## src/rtl/complex_mult_tb_pkg.sv

```systemverilog
// Shared definitions for the complex-multiplier driver: FSM encoding, LFSR taps and default seed.
package complex_mult_tb_pkg;

  typedef enum logic [2:0] {
    StIdle,
    StSwrst,
    StDrive,
    StWaitRes,
    StDone
  } state_e;

  // Feedback taps at bits 31, 21, 1 and 0.
  localparam logic [31:0] LfsrTapMask = 32'h8020_0003;
  localparam logic [31:0] DefaultSeed = 32'h0000_0001;

  function automatic logic [31:0] lfsr_next(input logic [31:0] v);
    return {v[30:0], ^(v & LfsrTapMask)};
  endfunction

endpackage

```

## src/rtl/lfsr_32.sv

```systemverilog
// 32-bit Fibonacci LFSR with synchronous reset/load to a seed and an explicit advance strobe.
module lfsr_32
  import complex_mult_tb_pkg::*;
(
  input  logic        clk_i,
  input  logic        rst_i,
  input  logic        load_i,
  input  logic [31:0] seed_i,
  input  logic        advance_i,
  output logic [31:0] value_o
);

  logic [31:0] value_q;

  always_ff @(posedge clk_i) begin
    if (rst_i || load_i) begin
      value_q <= seed_i;
    end else if (advance_i) begin
      value_q <= lfsr_next(value_q);
    end
  end

  assign value_o = value_q;

endmodule

```

## src/rtl/driver_complex_multiplier.sv

```systemverilog
// Drives pseudo-random operand pairs into a complex multiplier over valid/ready handshakes
// and captures results, with per-wait timeout and a run counter.
module driver_complex_multiplier
  import complex_mult_tb_pkg::*;
#(
  parameter int unsigned DATA_WIDTH      = 8,
  parameter int unsigned NUM_TRANS       = 16,
  parameter logic [31:0] LFSR_SEED       = DefaultSeed,
  parameter int unsigned RES_READY_DELAY = 0,
  parameter int unsigned TIMEOUT         = 1023
) (
  input  logic                    clk_i,
  input  logic                    rst_i,
  input  logic                    start_i,
  output logic                    sw_rst_o,
  output logic                    op_val_o,
  output logic [DATA_WIDTH-1:0]   op_1_re_o,
  output logic [DATA_WIDTH-1:0]   op_1_im_o,
  output logic [DATA_WIDTH-1:0]   op_2_re_o,
  output logic [DATA_WIDTH-1:0]   op_2_im_o,
  input  logic                    op_ready_i,
  input  logic                    res_val_i,
  output logic                    res_ready_o,
  input  logic [2*DATA_WIDTH-1:0] result_re_i,
  input  logic [2*DATA_WIDTH-1:0] result_im_i,
  output logic [2*DATA_WIDTH-1:0] last_re_o,
  output logic [2*DATA_WIDTH-1:0] last_im_o,
  output logic [15:0]             trans_cnt_o,
  output logic                    busy_o,
  output logic                    done_o,
  output logic                    timeout_err_o
);

  localparam logic [31:0] Seed       = (LFSR_SEED == '0) ? 32'h0000_0001 : LFSR_SEED;
  localparam logic [15:0] WaitLast   = 16'(TIMEOUT - 1);
  localparam logic [15:0] NumTrans   = 16'(NUM_TRANS);
  localparam logic [15:0] ReadyDelay = 16'(RES_READY_DELAY);

  state_e                  state_q;
  logic                    sw_rst_q, op_val_q, res_ready_q, busy_q, done_q, timeout_err_q;
  logic [DATA_WIDTH-1:0]   op_1_re_q, op_1_im_q, op_2_re_q, op_2_im_q;
  logic [2*DATA_WIDTH-1:0] last_re_q, last_im_q;
  logic [15:0]             trans_cnt_q, wait_cnt_q;
  logic [31:0]             lfsr_value;

  logic        start_ok, op_hs, res_hs, wait_expired;
  logic [15:0] wait_inc, trans_inc;

  assign start_ok     = start_i && (state_q == StIdle || state_q == StDone);
  assign op_hs        = op_val_q && op_ready_i;
  assign res_hs       = res_ready_q && res_val_i;
  assign wait_expired = (wait_cnt_q == WaitLast);
  assign wait_inc     = wait_cnt_q + 16'd1;
  assign trans_inc    = trans_cnt_q + 16'd1;

  lfsr_32 u_lfsr (
    .clk_i    (clk_i),
    .rst_i    (rst_i),
    .load_i   (start_ok),
    .seed_i   (Seed),
    .advance_i(op_hs),
    .value_o  (lfsr_value)
  );

  always_ff @(posedge clk_i) begin
    if (rst_i) begin
      state_q       <= StIdle;
      sw_rst_q      <= 1'b0;
      op_val_q      <= 1'b0;
      res_ready_q   <= 1'b0;
      busy_q        <= 1'b0;
      done_q        <= 1'b0;
      timeout_err_q <= 1'b0;
      op_1_re_q     <= '0;
      op_1_im_q     <= '0;
      op_2_re_q     <= '0;
      op_2_im_q     <= '0;
      last_re_q     <= '0;
      last_im_q     <= '0;
      trans_cnt_q   <= '0;
      wait_cnt_q    <= '0;
    end else begin
      sw_rst_q <= 1'b0;
      unique case (state_q)
        StIdle, StDone: begin
          if (start_i) begin
            state_q       <= StSwrst;
            sw_rst_q      <= 1'b1;
            busy_q        <= 1'b1;
            done_q        <= 1'b0;
            trans_cnt_q   <= '0;
            timeout_err_q <= 1'b0;
          end
        end
        StSwrst: begin
          state_q    <= StDrive;
          op_val_q   <= 1'b1;
          wait_cnt_q <= '0;
          op_1_re_q  <= lfsr_value[0 +: DATA_WIDTH];
          op_1_im_q  <= lfsr_value[8 +: DATA_WIDTH];
          op_2_re_q  <= lfsr_value[16 +: DATA_WIDTH];
          op_2_im_q  <= lfsr_value[24 +: DATA_WIDTH];
        end
        StDrive: begin
          if (op_hs) begin
            state_q     <= StWaitRes;
            op_val_q    <= 1'b0;
            wait_cnt_q  <= '0;
            res_ready_q <= (ReadyDelay == 16'd0);
          end else if (wait_expired) begin
            state_q       <= StDone;
            op_val_q      <= 1'b0;
            timeout_err_q <= 1'b1;
            busy_q        <= 1'b0;
            done_q        <= 1'b1;
          end else begin
            wait_cnt_q <= wait_inc;
          end
        end
        StWaitRes: begin
          if (res_hs) begin
            last_re_q   <= result_re_i;
            last_im_q   <= result_im_i;
            trans_cnt_q <= trans_inc;
            res_ready_q <= 1'b0;
            if (trans_inc == NumTrans) begin
              state_q <= StDone;
              busy_q  <= 1'b0;
              done_q  <= 1'b1;
            end else begin
              // LFSR already advanced on the operand handshake; load the next pair.
              state_q    <= StDrive;
              op_val_q   <= 1'b1;
              wait_cnt_q <= '0;
              op_1_re_q  <= lfsr_value[0 +: DATA_WIDTH];
              op_1_im_q  <= lfsr_value[8 +: DATA_WIDTH];
              op_2_re_q  <= lfsr_value[16 +: DATA_WIDTH];
              op_2_im_q  <= lfsr_value[24 +: DATA_WIDTH];
            end
          end else if (wait_expired) begin
            state_q       <= StDone;
            res_ready_q   <= 1'b0;
            timeout_err_q <= 1'b1;
            busy_q        <= 1'b0;
            done_q        <= 1'b1;
          end else begin
            wait_cnt_q  <= wait_inc;
            res_ready_q <= (wait_inc >= ReadyDelay);
          end
        end
        default: state_q <= StIdle;
      endcase
    end
  end

  assign sw_rst_o      = sw_rst_q;
  assign op_val_o      = op_val_q;
  assign res_ready_o   = res_ready_q;
  assign op_1_re_o     = op_1_re_q;
  assign op_1_im_o     = op_1_im_q;
  assign op_2_re_o     = op_2_re_q;
  assign op_2_im_o     = op_2_im_q;
  assign last_re_o     = last_re_q;
  assign last_im_o     = last_im_q;
  assign trans_cnt_o   = trans_cnt_q;
  assign busy_o        = busy_q;
  assign done_o        = done_q;
  assign timeout_err_o = timeout_err_q;

endmodule
```

## config.mk

```make
export PLATFORM = sky130hd
export DESIGN_NAME = driver_complex_multiplier
export DESIGN_NICKNAME = d
export VERILOG_FILES = /design/src/rtl/complex_mult_tb_pkg.sv /design/src/rtl/lfsr_32.sv /design/src/rtl/driver_complex_multiplier.sv
export SDC_FILE = /design/constraint.sdc
export NUM_CORES = 1
export LEC_CHECK = 0
export ABC_AREA = 1
export BUFFER_PORTS_ARGS = -buffer_cell sky130_fd_sc_hd__buf_2
export CAP_MARGIN = 40
export CORE_MARGIN = 2
export CORE_UTILIZATION = 55
export DETAILED_ROUTE_END_ITERATION = 16
export PLACE_DENSITY = 0.79
export SKIP_CTS_REPAIR_TIMING = 1
export SLEW_MARGIN = 15
export SYNTH_ARGS = -nofsm -noshare
export SYNTH_HDL_FRONTEND = slang
export SYNTH_SLANG_ARGS = --single-unit
```

## constraint.sdc

```tcl
create_clock -name clk_i -period 3 [get_ports clk_i]
set_clock_uncertainty 0.05 [all_clocks]
set_input_delay 0.15 -clock clk_i [delete_from_list [all_inputs] [get_ports clk_i]]
set_output_delay 0.15 -clock clk_i [all_outputs]
set_load 0.05 [all_outputs]
```

==> results by group <==
Run status
  • Status: complete, no violations

Drt
  • Vias after detailed routing: 6475
  • Antenna viol nets, final: 0
  • Number of detailed-route iterations in the first pass: 5
  • WL/cell: approximately 14 µm
  • Vias/cell: approximately 5.4
  • Drt total wl: 16.66 mm
  • First DRT Iteration DRCs: 337
  • Drt drc: 0

STA
  • Worst-margin pin slew: 0.6484 ns
  • RSZ-0062 raised after global routing: false
  • Final setup viols: 0
  • Minimum clock period: 2.580 ns
  • F_max: 387.7 MHz
  • Hold_ws: about 0.07 ns
  • Final Cycle Share: about 86%
  • Max_slew headroom: a little under three fifths
  • Final-report max-slew violation count: 0
  • Final TNS setup: 0 ns
  • Number of hold violations in the final report: 0

Synth
  • Yosys top cell area share: between 40 and 50%
  • Synthesized area per cell: 6.973 µm²
  • Synthesized area: 0.006374 mm²
  • Async SR Flop Fraction: 0%
  • Warnings from Yosys: 0
  • Synth area leaders: dfxtp_1, nand2_1, nor2_1
  • Ys flop type: dfxtp_1
  • Synth cell types: 33
  • Post-synthesis sequential area ratio: 43.03%
  • Cell taking the most area after synthesis: dfxtp_1
  • Synth Instances: roughly 900
  • EDFF count, synth: 0
  • Syn nets: 955
  • Seq cells post-synth: 137

Layout
  • Layout Nets: 1097
  • Fin cells: approximately 1200
  • Layout cell share with drive strength beyond 1: ~20%
  • Post-synthesis to final-layout area growth: 24.97%
  • # diodes: 0

Placement
  • Port bufs: 122
  • Post-Place Cells: approximately 1100
  • Routability cong.: 0.8781
  • DP Wirelength: around 10 mm

Worst setup path
  • Worst path cell trace: ha_1 -> nand2_2 -> nor2_4 -> nand2_1 -> nand2_1 -> nand2_1 -> nor2_1 -> nand2_1 -> nor2_2 -> nand2_2 -> nand2_2 -> buf_4 -> nand3b_1 -> nand2_1 -> nor2_2
  • CP max stage cell: dfxtp_1
  • Reg-to-Reg End: op_1_im_o[6]$_SDFFE_PP0P_
  • R2R depth: 15
  • Setup crit start: trans_cnt_o[1]$_SDFFE_PP0P_
  • WS Path Type: register to register
  • Largest fanout on the critical path: 17
  • Worst EP arrival: ~2.8 ns
  • Worst setup EP type: register
  • R2R Path Start: trans_cnt_o[1]$_SDFFE_PP0P_
  • Cell mode on critical path: nand2_1
  • Critical Path Max Stage Delay: approximately 0.41 ns
  • R2r setup slk: approximately 0.42 ns
  • CP Capture Point: op_1_im_o[6]$_SDFFE_PP0P_
  • Crit path launch type: register
  • WP data required: 3.26 ns

Power and ir drop
  • P_leak: roughly 3.5 nW
  • VDD IR max: 0.0007546 V
  • Pwr/cell area: between 800 and 900 mW/mm²

Clock tree
  • Clk slew on worst S/H paths: 0.06 ns
  • Htree depth: 4
  • CTS tree: yes
  • Worst skew pair latency: 0.42 ns
  • CTS root buf: clkbuf_16
  • Max Buffers Root-to-Sink: 2
  • Inserted Clock Buffers: 17
  • Clock sink count: roughly 140

Global route
  • First-pass GRT wire length: around 26 mm
  • Vias in the first global route: about 5700
  • Largest net degree at the start of global routing: 48
  • Antenna violations before repair: 0
  • Total GRT Usage: between 20% and 30%
  • Gr ovfl total: 0

Floorplanning
  • Ports: 123
  • Vert. Die Dim: around 110 µm
  • Starting Density: between 50% and 60%
  • Die ar.: around 0.012 mm²
  • Die W: ~110 µm
  • Site Rows: 39
  • Core area: approximately 0.011 mm²

Worst hold path
  • Hold WC Path Type: input pin to register
  • Min-delay src: rst_i

Flow run
  • Max-cap violations: 0
==> state kept, by name (all words and copies together), names as in the netlist, 3 cells and up <==
register / count
op_1_re_o: 8
op_2_re_o: 8
wait_cnt_q: 16
last_re_o: 16
last_im_o: 16
state_q: 3
op_1_im_o: 8
u_lfsr.value_o: 32
op_2_im_o: 8
trans_cnt_o: 16
==> area by class of cell <==
cell class                 count  area, µm²
clock inverter                 7      95.09
inverter                      59      221.5
multi-input combinational    672       3201
timing repair buffer         169       1046
clock buffer                  21      480.5
fill                         924       3405
tap                          143      178.9
sequential                   137       2743
==> Yosys cell counts, types with 4 or more instances <==
cell type,number
clkbuf_1,27
nand2_1,219
nand2_2,4
nor3_1,8
nor2_2,31
ha_1,4
a21oi_1,69
nand3b_1,35
xor2_1,6
inv_1,55
buf_1,10
xnor2_1,5
nand3_1,67
dfxtp_1,137
buf_6,4
o21ai_0,43
nand4_1,15
nor2_1,144
==> worst min path at each step <==
stage,end,slack [ns],depth (start not counted)
after global routing,sw_rst_o$_SDFF_PP0_,0.08,2
after CTS,last_re_o[9]$_SDFFE_PP0P_,-0.11,3
after global placement,last_im_o[7]$_SDFFE_PP0P_,0.32,3
final,sw_rst_o$_SDFF_PP0_,0.07,2
after floorplan,last_im_o[15]$_SDFFE_PP0P_,0.23,2
after detailed placement,last_re_o[9]$_SDFFE_PP0P_,0.33,3
==> cells by family after synthesis <==
| family | after synthesis | synth area share, % |
|---|---|---|
| AOI/OAI and AO/OA | 124 | 10.09 |
| buffers and inverters | 105 | 6.871 |
| and+or+nand+nor | 533 | 37.71 |
| adders and majority gates | 4 | 0.7853 |
| xor gates and xnor gates | 11 | 1.512 |
| DFF | 137 | 43.03 |
==> cell usage in the layout (no fill, tap or decap), types with 4 or more instances in the layout <==
cell           instances
dlygate4sd3_1         33
nor2_2                31
nand2_1              219
nand3b_1              35
ha_1                   4
xor2_1                 6
clkinvlp_4             4
clkbuf_8               4
nor3_1                 8
nand3_1               67
inv_1                 54
nand4_1               15
dfxtp_1              137
buf_4                 14
clkbuf_16             17
xnor2_1                5
o21ai_0               43
a21oi_1               69
buf_2                122
nor2_1               143
nand2_2                4
==> critical path, delay by kind of cell (launching register included) <==
family | cells | cell delay (ns)
fa+ha+maj | 1 | 0.25
buf+inv | 1 | 0.26
simple gates | 13 | 1.47
flops | 1 | 0.41
==> where the power goes <==
part | internal (mW) | switching (mW) | total [mW]
clock network | 1.29 | 0.751 | 2.04
registers | 2.06 | 0.138 | 2.20
logic | 0.642 | 1.72 | 2.36
total | 3.99 | 2.61 | 6.60
==> metrics by stage <==
| step | power (mW) | setup slack, ns | util (%) | area [µm²] |
|---|---|---|---|---|
| finish | 6.599 | 0.4205 | 70.06 | 7965 |
| global placement | 4.512 | 0.5441 | 62.09 | 7059 |
| floorplan | 4.080 | 0.4889 | - | 6374 |
| CTS | 6.580 | 0.4348 | 67.15 | 7635 |
| detailed placement | 4.545 | 0.4597 | 62.09 | 7059 |
| global route | 6.931 | 0.1285 | 70.06 | 7965 |
==> metal layers <==
layer,share of wire (%),global-route usage (%),up-vias
met1,43,32.58,2964
met2,48,41.45,221
met4,2.8,9.218,0
li1,-,-,3242
met5,0,0,-
met3,5.7,6.151,48
Note: power is estimated with default switching activity, not from simulation.
